==> src/rtl/memory_access.sv <==
// MEM stage: issues loads/stores on the data bus, holds the pipeline while a
// transaction is outstanding, and aligns/extends load data for writeback.
module memory_access #(
    parameter int ADDR_W = 64,
    parameter int DATA_W = 64,
    parameter int CTL_W  = 16
) (
    input  logic                  clk,
    input  logic                  reset,
    // EX->MEM bundle; ctl[0]=mem_read, ctl[1]=mem_write, ctl[3:2]=msize, ctl[4]=mem_unsigned
    input  logic [ADDR_W-1:0]     dataE_pc,
    input  logic [31:0]           dataE_raw_instr,
    input  logic [DATA_W-1:0]     dataE_alu_out,
    input  logic [CTL_W-1:0]      dataE_ctl,
    input  logic [4:0]            dataE_dst,
    input  logic                  dataE_valid,
    input  logic [DATA_W-1:0]     dataE_mem_write_data,
    input  logic                  dresp_addr_ok,
    input  logic                  dresp_data_ok,
    input  logic [DATA_W-1:0]     dresp_data,
    output logic                  dreq_valid,
    output logic [ADDR_W-1:0]     dreq_addr,
    output logic [1:0]            dreq_size,
    output logic [DATA_W/8-1:0]   dreq_strobe,
    output logic [DATA_W-1:0]     dreq_data,
    output logic                  stall,
    output logic                  misalign,
    output logic [ADDR_W-1:0]     dataM_nxt_pc,
    output logic [31:0]           dataM_nxt_raw_instr,
    output logic [DATA_W-1:0]     dataM_nxt_result,
    output logic [CTL_W-1:0]      dataM_nxt_ctl,
    output logic [4:0]            dataM_nxt_dst,
    output logic                  dataM_nxt_valid
);

    localparam int STRB_W  = DATA_W / 8;
    localparam int OFF_W   = $clog2(STRB_W);
    localparam int CTL_RD  = 0;
    localparam int CTL_WR  = 1;
    localparam int CTL_SZ  = 2;
    localparam int CTL_UNS = 4;

    typedef enum logic {IDLE, BUSY} state_t;

    state_t state, state_nxt;
    logic   capture;

    logic [ADDR_W-1:0] h_pc;
    logic [31:0]       h_raw;
    logic [DATA_W-1:0] h_alu;
    logic [CTL_W-1:0]  h_ctl;
    logic [4:0]        h_dst;
    logic [DATA_W-1:0] h_wdata;

    logic [ADDR_W-1:0] cur_pc;
    logic [31:0]       cur_raw;
    logic [DATA_W-1:0] cur_alu;
    logic [CTL_W-1:0]  cur_ctl;
    logic [4:0]        cur_dst;
    logic [DATA_W-1:0] cur_wdata;
    logic              cur_rd, cur_wr, cur_uns, mem_op, aligned, ext;
    logic [1:0]        cur_sz;
    logic [ADDR_W-1:0] addr;
    logic [OFF_W-1:0]  off;
    logic [STRB_W-1:0] strb_base;
    logic [DATA_W-1:0] lane, load_val;
    logic              unused;

    assign unused = dresp_addr_ok;

    // The op being served comes from the live bundle in IDLE and the held copy in BUSY.
    always_comb begin
        cur_pc    = (state == BUSY) ? h_pc    : dataE_pc;
        cur_raw   = (state == BUSY) ? h_raw   : dataE_raw_instr;
        cur_alu   = (state == BUSY) ? h_alu   : dataE_alu_out;
        cur_ctl   = (state == BUSY) ? h_ctl   : dataE_ctl;
        cur_dst   = (state == BUSY) ? h_dst   : dataE_dst;
        cur_wdata = (state == BUSY) ? h_wdata : dataE_mem_write_data;

        cur_rd  = cur_ctl[CTL_RD];
        cur_wr  = cur_ctl[CTL_WR];
        cur_sz  = cur_ctl[CTL_SZ+1:CTL_SZ];
        cur_uns = cur_ctl[CTL_UNS];
        mem_op  = (state == BUSY) || (dataE_valid && (cur_rd || cur_wr));

        addr = cur_alu[ADDR_W-1:0];
        off  = addr[OFF_W-1:0];
        case (cur_sz)
            2'd0:    aligned = 1'b1;
            2'd1:    aligned = ~addr[0];
            2'd2:    aligned = (addr[1:0] == 2'b00);
            default: aligned = (addr[2:0] == 3'b000);
        endcase
        strb_base = STRB_W'((16'd1 << (5'd1 << cur_sz)) - 16'd1);

        lane = dresp_data >> {off, 3'b000};
        case (cur_sz)
            2'd0: begin
                ext      = ~cur_uns & lane[7];
                load_val = {{(DATA_W-8){ext}}, lane[7:0]};
            end
            2'd1: begin
                ext      = ~cur_uns & lane[15];
                load_val = {{(DATA_W-16){ext}}, lane[15:0]};
            end
            2'd2: begin
                ext      = ~cur_uns & lane[31];
                load_val = {{(DATA_W-32){ext}}, lane[31:0]};
            end
            default: begin
                ext      = 1'b0;
                load_val = lane;
            end
        endcase
    end

    always_comb begin
        state_nxt           = state;
        capture             = 1'b0;
        dreq_valid          = 1'b0;
        dreq_addr           = addr;
        dreq_size           = cur_sz;
        // read has priority when both mem_read and mem_write are set
        dreq_strobe         = (cur_wr && !cur_rd) ? (strb_base << off) : '0;
        dreq_data           = cur_wdata << {off, 3'b000};
        stall               = 1'b0;
        misalign            = 1'b0;
        dataM_nxt_pc        = cur_pc;
        dataM_nxt_raw_instr = cur_raw;
        dataM_nxt_ctl       = cur_ctl;
        dataM_nxt_dst       = cur_dst;
        dataM_nxt_result    = cur_alu;
        dataM_nxt_valid     = 1'b0;

        case (state)
            IDLE: begin
                if (!mem_op) begin
                    dataM_nxt_valid = dataE_valid;
                end else if (!aligned) begin
                    dataM_nxt_valid  = 1'b1;
                    dataM_nxt_result = '0;
                    misalign         = 1'b1;
                end else begin
                    dreq_valid = 1'b1;
                    if (dresp_data_ok) begin
                        dataM_nxt_valid = 1'b1;
                        if (cur_rd) dataM_nxt_result = load_val;
                    end else begin
                        stall     = 1'b1;
                        capture   = 1'b1;
                        state_nxt = BUSY;
                    end
                end
            end
            BUSY: begin
                dreq_valid = 1'b1;
                stall      = 1'b1;
                if (dresp_data_ok) begin
                    stall           = 1'b0;
                    dataM_nxt_valid = 1'b1;
                    if (cur_rd) dataM_nxt_result = load_val;
                    state_nxt       = IDLE;
                end
            end
            default: state_nxt = IDLE;
        endcase
    end

    always_ff @(posedge clk) begin
        if (reset) begin
            state   <= IDLE;
            h_pc    <= '0;
            h_raw   <= '0;
            h_alu   <= '0;
            h_ctl   <= '0;
            h_dst   <= '0;
            h_wdata <= '0;
        end else begin
            state <= state_nxt;
            if (capture) begin
                h_pc    <= dataE_pc;
                h_raw   <= dataE_raw_instr;
                h_alu   <= dataE_alu_out;
                h_ctl   <= dataE_ctl;
                h_dst   <= dataE_dst;
                h_wdata <= dataE_mem_write_data;
            end
        end
    end

endmodule

==> config.mk <==
export PLATFORM = sky130hd
export DESIGN_NAME = memory_access
export DESIGN_NICKNAME = d
export VERILOG_FILES = /design/src/rtl/memory_access.sv
export SDC_FILE = /design/constraint.sdc
export NUM_CORES = 1
export LEC_CHECK = 0
export CORE_AREA = 5 5 244 246
export DETAILED_ROUTE_END_ITERATION = 16
export DIE_AREA = 0 0 249 251
export GPL_TIMING_DRIVEN = 0
export PLACE_DENSITY = 0.63
export REMOVE_ABC_BUFFERS = 1
export SYNTH_ARGS = -nofsm -noshare
export SYNTH_HDL_FRONTEND = slang
export SYNTH_SLANG_ARGS = --single-unit
==> constraint.sdc <==
create_clock -name clk -period 3.26 [get_ports clk]
set_input_delay 0.652 -clock clk [delete_from_list [all_inputs] [get_ports clk]]
set_output_delay 0.652 -clock clk [all_outputs]
set_load 0.02 [all_outputs]
==> metrics.yaml, run 1 <==
status:
  run_status: "complete, but fails checks"
  violations_in_the_final_reports: "negative setup slack"
timing:
  max_freq_mhz: 234
  finalHoldViolations: 0
  fin_worst_skew_ns: 0.0245
  final_max_slew_viol_count: 0
  rsz0062_at_grt: "yes"
  finalWorstPathRequiredPeriod_ns: 4.27
  slew_at_the_pin_closest_to_its_max_slew_limit_ns: 1.23
  slew_headroom: 0.172
  setup_slack_ns: -1.01
  final_critical_path_share_of_the_clock_period: 1.31
  setup_viol: 189
power:
  switching_power_of_the_nets_mw: 3.65
  internal-power_mw: 7.26
  power.share.switching: 0.334
  worst_ir_drop_vdd_uv: 329
  power.share.clock: 0.352
  seq_power_share: 0.290
  power_mw: 10.9
  power.density_nw_per_um2: 389
  proportion_of_power_drawn_by_combinational_gates: 0.358
  lkg_pwr_nw: 10.3
place:
  dpl_cell_area_um2: 23900
  dp_hpwl_mm: 55.1
  place.gp.congestion: 0.872
  numPortBuffers: 635
cts:
  clock_tree.htree_level_count: 2
  latest_clock_arrival_within_the_worst_skew_pair_ns: 0.54
  cts_tree: "yes"
  clock_sink_count: 246
  ctsHoldBuffers: 0
  clock_slew_seen_by_the_registers_of_the_worst_setup_and_hold_paths_ns: 0.06
  cts_buffer_depth: 3
  tritoncts.num_buffers: 34
  clk_root_buffer_cell: "sky130_fd_sc_hd__clkbuf_16"
logic_synthesis:
  synth_sequential_area_ratio: 0.294
  syn-instance-count: 2301
  synthFlopType: "sky130_fd_sc_hd__dfxtp_1"
  post_synth_main_area_contributors: "sky130_fd_sc_hd__dfxtp_1 (29%), sky130_fd_sc_hd__nand2_1 (14%), sky130_fd_sc_hd__mux2_2 (13%)"
  post_synth.cell_area_avg_um2: 7.28
  synth.ff_latch_count: 246
  synth_warnings: 0
  post-synth-top-area-fraction: 0.294
  synth_edf_count: 0
  ys_types: 53
  ys_top_cells_by_count: "sky130_fd_sc_hd__nand2_1 (642), sky130_fd_sc_hd__a21oi_1 (334), sky130_fd_sc_hd__dfxtp_1 (246), sky130_fd_sc_hd__mux2_2 (200), sky130_fd_sc_hd__nor2_1 (136)"
  yosys.area.top_type: "sky130_fd_sc_hd__dfxtp_1"
  async_reset_ff_frac: 0
  post-synth-top-count-cell: "sky130_fd_sc_hd__nand2_1"
  synthesis.area_um2: 16700
die:
  io_pins: 637
  start_util: 0.293
  die_w_um: 249
  floorplan.rows: 88
  fp.dieArea_um2: 62500
  chipHeight_um: 251
  core_um2: 57100
critical_path:
  reg2reg_slack_ns: -0.03
  worstSetupPathType: "flip-flop to output pin"
  crit_path_start_kind: "flip-flop"
  critical_path_peak_fanout: 5
  timing.critical_path.mode_cell: "sky130_fd_sc_hd__buf_16"
  cpPeakStageDelay_ns: 0.37
  timing.critical_path.cells: "buf_16 -> buf_16 -> mux2i_4 -> buf_12 -> buf_16 -> inv_16 -> mux4_2 -> mux2i_4 -> buf_6 -> o31a_4 -> buf_12 -> and3_4 -> buf_8 -> o211ai_1 -> buf_4"
  critical_path_required_time_ns: 2.61
  critical_path_arrival_ns: 3.62
  critical-path-slowest-cell: "sky130_fd_sc_hd__dfxtp_4"
  worst_setup_ep_type: "output pin"
layout:
  fillerInstances: 5349
  finish.instance_area_um2: 28100
  regArea_um2: 4930
  final_nets: 3263
  layout-drive-gt1-share: 0.250
  multiInputGateArea_um2: 11900
  syn_to_final_growth_pct: 67.6
global_routing:
  number_of_global_route_vias_before_repair: 20243
  antenna_found_initial: 21
  grt_overflow_total: 0
  grt_first_pass_wirelength_mm: 129
  track_usage: 0.262
  pin_count_of_the_biggest_net_entering_global_routing: 109
detailed_routing:
  route.antenna.remaining_nets: 0
  route.detailed.wl_per_inst_um: 23.8
  drt-total-wl_mm: 89.2
  drt_iter0_drc: 1567
  via_count: 20658
  post-route-drc-count: 0
  via_per_inst: 5.51
  drt_pass1_iterations: 6
min_path:
  worst_min_path_class: "flip-flop to flip-flop"
run:
  drv.max_cap_violation_count: 0
-- flip-flops by register name (all words and copies together), names as in the netlist --
| signal | count |
|---|---|
| h_alu | 64 |
| h_pc | 64 |
| h_wdata | 64 |
| h_raw | 32 |
| h_ctl | 16 |
| h_dst | 5 |
| state | 1 |
-- area by class of cell --
class | instances | area share
clock buffer | 48 | 0.0351
timing repair buffer | 809 | 0.314
clock inverter | 10 | 0.00468
timing repair inverter | 14 | 0.00629
antenna | 14 | 0.00125
sequential | 246 | 0.176
tap | 765 | 0.0341
inverter | 8 | 0.00419
multi-input combinational | 1836 | 0.424
-- path summary, 6_finish.rpt --
path / end / start / cells after the start
worst max-delay path: dataM_nxt_result[39] / state / 15
worst min-delay path: h_pc[1] / h_pc[1] / 2
worst max register to register: h_pc[38] / state / 8
worst min register to register: h_pc[1] / h_pc[1] / 2
-- per-layer routing --
layer,track usage,share of wire
met5,0,0.00054
met4,0.136,0.057
met3,0.0653,0.089
met2,0.437,0.47
met1,0.313,0.38
-- kinds of logic after synthesis --
kind of cell           count (synthesis)  synth area share
AO/OA/AOI/OAI                        591             0.210
buffers and inverters                223            0.0585
flip-flops                           246             0.294
multiplexers                         322             0.212
AND/OR/NAND/NOR                      919             0.225
-- layout by cell type (no fill, tap or decap), types with 11 or more instances in the layout --
master / count
sky130_fd_sc_hd__nor2_1: 130
sky130_fd_sc_hd__mux2i_4: 12
sky130_fd_sc_hd__dlygate4sd2_1: 16
sky130_fd_sc_hd__diode_2: 14
sky130_fd_sc_hd__buf_12: 25
sky130_fd_sc_hd__nand4_1: 17
sky130_fd_sc_hd__a21oi_2: 15
sky130_fd_sc_hd__a211oi_1: 47
sky130_fd_sc_hd__nor2b_1: 32
sky130_fd_sc_hd__a21oi_1: 316
sky130_fd_sc_hd__o22ai_1: 15
sky130_fd_sc_hd__a22o_1: 11
sky130_fd_sc_hd__o21ai_0: 21
sky130_fd_sc_hd__buf_16: 24
sky130_fd_sc_hd__nand2_1: 639
sky130_fd_sc_hd__dfxtp_1: 244
sky130_fd_sc_hd__o21ai_4: 11
sky130_fd_sc_hd__o21ai_2: 25
sky130_fd_sc_hd__buf_2: 18
sky130_fd_sc_hd__clkbuf_16: 37
sky130_fd_sc_hd__mux2i_1: 102
sky130_fd_sc_hd__nor3_1: 18
sky130_fd_sc_hd__buf_4: 110
sky130_fd_sc_hd__a32oi_1: 11
sky130_fd_sc_hd__bufbuf_16: 12
sky130_fd_sc_hd__buf_6: 86
sky130_fd_sc_hd__mux2_2: 200
sky130_fd_sc_hd__o21ai_1: 11
sky130_fd_sc_hd__clkdlybuf4s50_1: 489
sky130_fd_sc_hd__nand2b_1: 21
-- critical path, delay by kind of cell, from the launching register on --
family          cells  cell delay (ns)
buf+inv             9             1.19
mux                 3             0.78
simple gates        1             0.20
compound gates      2             0.52
flops               1             0.37
-- repair_timing --
item / 4_1_cts / 5_1_grt
setup endpoints to repair: 527 / 290
gates cloned: 29 / 4
gates resized for setup: 843 / 167
pin swaps: 61 / 44
buffers inserted: 118 / 23
-- metrics by stage --
stage | setup TNS (ns) | cells | hold slack (ns) | setup slack [ns] | utilization
3_5_place_dp | -627.33 | 3516 | 0.443 | -3.99 | 0.418
2_1_floorplan | -5028.98 | 2086 | 0.427 | -11.09 | -
3_3_place_gp | -9477.83 | 3486 | 0.438 | -22.73 | 0.404
5_1_grt | -92.94 | 3750 | 0.468 | -1.07 | 0.491
6_report | -74.97 | 3750 | 0.451 | -1.01 | 0.491
4_1_cts | -79.01 | 3721 | 0.452 | -0.997 | 0.481
-- power by group through the flow --
stage	combinational (mW)	sequential (mW)	clock, mW
6_report	3.90	3.16	3.84
5_1_grt	4.08	3.17	4.06
4_1_cts	3.72	3.16	3.95
3_5_place_dp	3.20	3.24	0
3_3_place_gp	3.23	3.27	0
2_1_floorplan	1.55	3.24	0
No activity file was read; power rests on OpenSTA's default activity.
==> run 2: changes to the inputs <==
--- a/config.mk
+++ b/config.mk
@@ -5,9 +5,9 @@
 export SDC_FILE = /design/constraint.sdc
 export NUM_CORES = 1
 export LEC_CHECK = 0
-export CORE_AREA = 5 5 244 246
+export CORE_AREA = 5 5 246 248
 export DETAILED_ROUTE_END_ITERATION = 16
-export DIE_AREA = 0 0 249 251
+export DIE_AREA = 0 0 251 253
 export GPL_TIMING_DRIVEN = 0
 export PLACE_DENSITY = 0.63
 export REMOVE_ABC_BUFFERS = 1
==> metrics.yaml, run 2 (same netlist as run 1, synthesis figures left out) <==
status:
  run_status: "complete, but fails checks"
  violations_in_the_final_reports: "negative setup slack"
critical_path:
  critical_path_arrival_ns: 3.51  # -0.11 ns
  reg2reg_slack_ns: 0.27  # +0.30 ns
  cpPeakStageDelay_ns: 0.46  # +0.09 ns
  critical-path-slowest-cell: "sky130_fd_sc_hd__mux4_2"
  worstSetupPathType: "flip-flop to output pin"
  timing.critical_path.cells: "buf_16 -> buf_16 -> mux2i_4 -> buf_12 -> inv_16 -> mux4_2 -> mux2i_4 -> o31a_4 -> buf_6 -> and3_4 -> buf_12 -> o211ai_1 -> buf_4"
  critical_path_peak_fanout: 7  # +2
  worst_setup_ep_type: "output pin"
  cp_top_family: "multiplexers"
  critical_path_required_time_ns: 2.61  # about the same
  cp_num_buf_inv: 7  # -2
  crit_path_start_kind: "flip-flop"
power:
  power.density_nw_per_um2: 382  # -1.7%
  power_mw: 10.9  # -0.50%
  switching_power_of_the_nets_mw: 3.71  # +1.7%
  proportion_of_power_drawn_by_combinational_gates: 0.362  # +0.004
  internal-power_mw: 7.14  # -1.6%
  power.share.switching: 0.342  # +0.00739
  lkg_pwr_nw: 11.1  # +7.3%
  seq_power_share: 0.292  # +0.002
  power.share.clock: 0.347  # -0.005
  worst_ir_drop_vdd_uv: 340  # +3.5%
detailed_routing:
  drt_pass1_iterations: 6  # unchanged
  route.detailed.wl_per_inst_um: 24.6  # +3.3%
  route.antenna.remaining_nets: 0  # unchanged
  drt_iter0_drc: 1582  # +0.96%
  drt-total-wl_mm: 92.0  # +3.2%
  via_count: 20496  # -0.78%
  post-route-drc-count: 0  # unchanged
  via_per_inst: 5.47  # -0.68%
run:
  drv.max_cap_violation_count: 0  # unchanged
layout:
  layout.core_utilization: 0.488  # -0.00347
  syn_to_final_growth_pct: 69.6
  finish.instance_area_um2: 28400  # +1.2%
  top_regs: "h_alu (64), h_pc (64), h_wdata (64)"
  fillerInstances: 5433  # +1.6%
  layout-drive-gt1-share: 0.267  # +0.0168
  multiInputGateArea_um2: 12100  # +1.6%
  final_cell_mix: "sky130_fd_sc_hd__nand2_1 (632), sky130_fd_sc_hd__clkdlybuf4s50_1 (420), sky130_fd_sc_hd__a21oi_1 (308)"
  regArea_um2: 4930  # unchanged
  layout_commonest_cell: "sky130_fd_sc_hd__nand2_1"
  final_nets: 3253  # -0.31%
global_routing:
  antenna_found_initial: 16  # -24%
  pin_count_of_the_biggest_net_entering_global_routing: 137  # +26%
  number_of_global_route_vias_before_repair: 20142  # -0.50%
  grt_overflow_total: 0  # unchanged
  grt_first_pass_wirelength_mm: 130  # +0.63%
  track_usage: 0.263  # +0.00136
timing:
  final_max_slew_viol_count: 0  # unchanged
  max_freq_mhz: 240  # +2.5%
  fin_worst_skew_ns: 0.0224  # -0.00211 ns
  slew_at_the_pin_closest_to_its_max_slew_limit_ns: 0.884  # -0.348 ns
  slew_headroom: 0.407  # +0.235
  setup_viol: 105  # -44%
  final_critical_path_share_of_the_clock_period: 1.28  # -0.0319
  rsz0062_at_grt: "yes"
  finalWorstPathRequiredPeriod_ns: 4.17  # -0.104 ns
  finalHoldViolations: 0  # unchanged
  setup_slack_ns: -0.905  # +0.104 ns
cts:
  clock_slew_seen_by_the_registers_of_the_worst_setup_and_hold_paths_ns: 0.06  # about the same
  clock_sink_count: 246  # unchanged
  ctsHoldBuffers: 0  # unchanged
  cts_tree: "yes"
  tritoncts.num_buffers: 34  # unchanged
  cts_buffer_depth: 3  # unchanged
  clk_root_buffer_cell: "sky130_fd_sc_hd__clkbuf_16"
  clock_tree.htree_level_count: 2  # unchanged
  latest_clock_arrival_within_the_worst_skew_pair_ns: 0.56  # +0.02 ns
die:
  fp.dieArea_um2: 63500  # +1.6%
  chipHeight_um: 253  # +0.80%
  die_w_um: 251  # +0.80%
  core_um2: 58200  # +1.9%
  io_pins: 637  # unchanged
  floorplan.rows: 89  # +1.1%
  start_util: 0.287  # -0.00551
min_path:
  worst_min_path_class: "flip-flop to flip-flop"
place:
  dp_hpwl_mm: 55.3  # +0.43%
  place.gp.congestion: 0.886  # +1.6%
  numPortBuffers: 635  # unchanged
  dpl_cell_area_um2: 23800  # -0.32%
[run 2: changes by cell type in the layout (fill, tap and decap cells not counted), moves of 6 or more]
cell,change
sky130_fd_sc_hd__clkdlybuf4s50_1,-69
sky130_fd_sc_hd__buf_4,+15
sky130_fd_sc_hd__dlymetal6s2s_1,+81
sky130_fd_sc_hd__nor2_2,+13
sky130_fd_sc_hd__a21oi_2,+10
sky130_fd_sc_hd__nand2_1,-7
sky130_fd_sc_hd__clkbuf_2,-6
sky130_fd_sc_hd__a21oi_1,-8
sky130_fd_sc_hd__nor2_1,-17
sky130_fd_sc_hd__mux2i_1,-7
sky130_fd_sc_hd__nand2_2,+6
sky130_fd_sc_hd__dlygate4sd2_1,-15
[run 2: tightest hold or removal path, stage by stage, from the launching register on]
cell and delay [ns]:
sky130_fd_sc_hd__dfxtp_1 0.31, sky130_fd_sc_hd__nand2_1 0.05, sky130_fd_sc_hd__a21oi_1 0.05
[run 2: per-layer routing]
| layer | GRT usage | wire length [um] | vias up |
|---|---|---|---|
| met5 | 0 | 40 | - |
| met4 | 0.110 | 4140 | 6 |
| met3 | 0.0672 | 8290 | 248 |
| met2 | 0.442 | 44000 | 1092 |
| met1 | 0.322 | 35600 | 9821 |
| li1 | - | - | 9329 |
[run 2: repair_timing]
action                     CTS  global route
setup buffers               99            25
cloned                      31             6
pin swaps                   68            53
hold endpoints to repair     0             0
setup endpoints to repair  549           449
resized for setup          837           320
[run 2: worst paths after layout]
check	start	to	depth (start not counted)
worst max register to register	state	h_pc[16]	9
worst min-delay path	h_pc[33]	h_pc[33]	2
worst max-delay path	state	dataM_nxt_result[41]	13
worst min register to register	h_pc[33]	h_pc[33]	2
[run 2: metrics by stage]
step	TNS [ns]	hold WS (ns)	instances	setup slack, ns
CTS	-113.18	0.451	3708	-0.912
detailed placement	-592.44	0.443	3521	-3.94
global placement	-9825.22	0.438	3494	-24.07
finish	-56.28	0.452	3746	-0.905
floorplan	-5028.98	0.427	2086	-11.09
global route	-65.92	0.463	3744	-0.975
[run 2: cell type report]
type | count | share of cell area
Clock inverter | 8 | 0.00256
Multi-Input combinational cell | 1835 | 0.426
Inverter | 8 | 0.00379
Antenna cell | 13 | 0.00115
Tap cell | 773 | 0.0341
Clock buffer | 49 | 0.0355
Timing Repair Buffer | 804 | 0.319
Timing Repair inverter | 10 | 0.00445
Sequential cell | 246 | 0.174
[run 2: power by group through the flow]
stage | clock (mW) | sequential (mW) | combinational [mW]
3_3_place_gp | 0 | 3.27 | 3.25
3_5_place_dp | 0 | 3.24 | 3.19
2_1_floorplan | 0 | 3.24 | 1.55
6_report | 3.76 | 3.16 | 3.92
4_1_cts | 3.84 | 3.16 | 3.74
5_1_grt | 3.96 | 3.17 | 4.10
==> run 3: changes to the inputs <==
--- a/config.mk
+++ b/config.mk
@@ -14,3 +14,4 @@
 export SYNTH_ARGS = -nofsm -noshare
 export SYNTH_HDL_FRONTEND = slang
 export SYNTH_SLANG_ARGS = --single-unit
+export TNS_END_PERCENT = 10
==> metrics.yaml, run 3 (same netlist as run 1, synthesis figures left out) <==
status:
  run_status: "complete, but fails checks"
  violations_in_the_final_reports: "negative setup slack"
timing:
  setup_slack_ns: -0.884  # +0.0214 ns
  slew_headroom: 0.344  # -0.0632
  final_critical_path_share_of_the_clock_period: 1.27  # -0.00658
  setup_viol: 184  # +75%
  slew_at_the_pin_closest_to_its_max_slew_limit_ns: 0.980  # +0.0961 ns
  whs_ns: 0.451  # -0.000787 ns
  final_max_slew_viol_count: 0  # unchanged
  max_freq_mhz: 241  # +0.52%
  rsz0062_at_grt: "yes"
  totalNegativeSetupSlack_ns: -58.73  # -2.46 ns
  fin_worst_skew_ns: 0.0219  # -0.000508 ns
  finalWorstPathRequiredPeriod_ns: 4.14  # -0.0214 ns
  finalHoldViolations: 0  # unchanged
global_routing:
  pin_count_of_the_biggest_net_entering_global_routing: 137  # unchanged
  grt_overflow_total: 0  # unchanged
  track_usage: 0.252  # -0.0111
  antenna_found_initial: 18  # +2
  grt_first_pass_wirelength_mm: 125  # -3.7%
  number_of_global_route_vias_before_repair: 19597  # -2.7%
min_path:
  worst_min_path_class: "flip-flop to flip-flop"
  worstHoldStart: "h_pc[44]"
  whs_path_depth: 2  # unchanged
cts:
  clk_root_buffer_cell: "sky130_fd_sc_hd__clkbuf_16"
  latest_clock_arrival_within_the_worst_skew_pair_ns: 0.55  # about the same
  tritoncts.num_buffers: 34  # unchanged
  cts_buffer_depth: 3  # unchanged
  ctsHoldBuffers: 0  # unchanged
  clock_slew_seen_by_the_registers_of_the_worst_setup_and_hold_paths_ns: 0.06  # about the same
  clock_sink_count: 246  # unchanged
  clock_tree.htree_level_count: 2  # unchanged
  cts_tree: "yes"
critical_path:
  cpPeakStageDelay_ns: 0.54  # +0.08 ns
  timing.critical_path.cells: "buf_6 -> buf_16 -> mux2i_4 -> buf_12 -> inv_16 -> mux4_2 -> mux2i_4 -> o31a_4 -> buf_4 -> buf_12 -> buf_12 -> o31a_1 -> o21ai_1 -> buf_2"
  critical_path_required_time_ns: 2.61  # about the same
  worstSetupPathType: "primary input to output pin"
  critical_path_arrival_ns: 3.49  # -0.02 ns
  cp_top_family: "buffers and inverters"
  timing.critical_path.mode_cell: "sky130_fd_sc_hd__buf_12"
  worst_r2r_startpoint: "state"
  critical-path-slowest-cell: "sky130_fd_sc_hd__mux4_2"
  critical_path_peak_fanout: 49  # +42
  r2r_cells: 14  # +5
  crit_path_start_kind: "primary input"
  worstSetupStartpoint: "dataE_alu_out[0]"
  cp_num_buf_inv: 8  # +1
  worst_setup_ep_type: "output pin"
  critical_path_depth_in_cells: 14  # +1
place:
  numPortBuffers: 635  # unchanged
  dpl_cell_area_um2: 23800  # unchanged
  dp_slack_ns: -3.94  # unchanged
  place.gp.congestion: 0.886  # unchanged
  dp_hpwl_mm: 55.3  # unchanged
detailed_routing:
  via_per_inst: 5.46  # -0.24%
  route.detailed.wl_per_inst_um: 23.7  # -3.7%
  drt_pass1_iterations: 8  # +2
  route.antenna.remaining_nets: 0  # unchanged
  post-route-drc-count: 0  # unchanged
  drt_iter0_drc: 1328  # -16%
  drt-total-wl_mm: 87.9  # -4.5%
  via_count: 20266  # -1.1%
die:
  chipHeight_um: 253  # unchanged
  fp.dieArea_um2: 63500  # unchanged
  core_um2: 58200  # unchanged
  start_util: 0.287  # unchanged
  die_w_um: 251  # unchanged
  floorplan.rows: 89  # unchanged
  io_pins: 637  # unchanged
layout:
  layout.core_utilization: 0.473  # -0.0148
  syn_to_final_growth_pct: 64.4
  layout-drive-gt1-share: 0.247  # -0.0201
  final_cell_mix: "sky130_fd_sc_hd__nand2_1 (638), sky130_fd_sc_hd__clkdlybuf4s50_1 (416), sky130_fd_sc_hd__a21oi_1 (300)"
  layout_commonest_cell: "sky130_fd_sc_hd__nand2_1"
  top_regs: "h_alu (64), h_pc (64), h_wdata (64)"
  final_nets: 3218  # -1.1%
  finish.instance_area_um2: 27500  # -3.0%
power:
  power.density_nw_per_um2: 386  # +0.88%
  worst_ir_drop_vdd_uv: 335  # -1.5%
  lkg_pwr_nw: 10.7  # -3.7%
run:
  drv.max_cap_violation_count: 0  # unchanged
-- run 3: changes by cell type in the layout (fill, tap and decap cells not counted), sizes merged, moves of 2 or more --
cell / previous run / this run
diode: 13 / 15
buf: 281 / 235
clkdlybuf4s15: 6 / 15
clkinv: 8 / 10
and2: 6 / 4
dlymetal6s2s: 81 / 78
clkdlybuf4s50: 420 / 416
clkbuf: 52 / 60
-- run 3: area by class of cell --
cell class	instances	area [um^2]
repair inverters	12	151
clock buffers	49	1010
clock inverters	8	72.6
fillers	5553	30700
flip-flops and latches	246	4930
inverters	8	126
repair buffers	769	8440
diodes	15	37.5
multi-input cells	1833	11800
well taps	773	967
-- run 3: repair_timing --
action,4_1_cts,5_1_grt
setup endpoints to repair,549,450
pin swaps,50,39
setup buffers,70,23
gates resized for setup,753,270
cloned,23,5
-- run 3: path summary, 6_finish.rpt --
path                    endpoint  slack, ns
max          dataM_nxt_result[8]      -0.88
min reg2reg             h_pc[44]       0.45
min                     h_pc[44]       0.45
max reg2reg          h_wdata[58]      -0.11
-- run 3: power by group --
part	switching, mW	leakage (nW)	total (mW)	internal (mW)
Sequential	0.0578	1.99	3.16	3.11
Clock	1.52	0.539	3.75	2.22
Combinational	2.01	8.13	3.70	1.70
-- run 3: worst register-to-register path: stages, from the launching register on --
cell,delay [ns]
sky130_fd_sc_hd__dfxtp_4,0.42
sky130_fd_sc_hd__buf_4,0.14
sky130_fd_sc_hd__buf_12,0.10
sky130_fd_sc_hd__mux2i_4,0.30
sky130_fd_sc_hd__buf_6,0.15
sky130_fd_sc_hd__buf_12,0.14
sky130_fd_sc_hd__buf_16,0.16
sky130_fd_sc_hd__o21ai_2,0.07
sky130_fd_sc_hd__a2bb2oi_2,0.14
sky130_fd_sc_hd__buf_6,0.14
sky130_fd_sc_hd__and2_4,0.56
sky130_fd_sc_hd__buf_16,0.35
sky130_fd_sc_hd__buf_16,0.33
sky130_fd_sc_hd__nand2_1,0.15
sky130_fd_sc_hd__a21oi_2,0.14
-- run 3: per-layer routing --
| metal | vias to the layer above | track usage | routed length (um) |
|---|---|---|---|
| li1 | 9255 | - | - |
| met1 | 9717 | 0.311 | 34700 |
| met2 | 1048 | 0.422 | 41600 |
| met3 | 240 | 0.0619 | 7690 |
| met4 | 6 | 0.104 | 3890 |
| met5 | - | 0 | 34 |
-- run 3: per-stage QoR --
| stage | cells | power, mW |
|---|---|---|
| after CTS | 3671 | 10.6 |
| after global routing | 3710 | 11.0 |
| after detailed placement | 3521 | 6.43 |
| final | 3713 | 10.6 |
| after floorplan | 2086 | 4.80 |
| after global placement | 3494 | 6.52 |
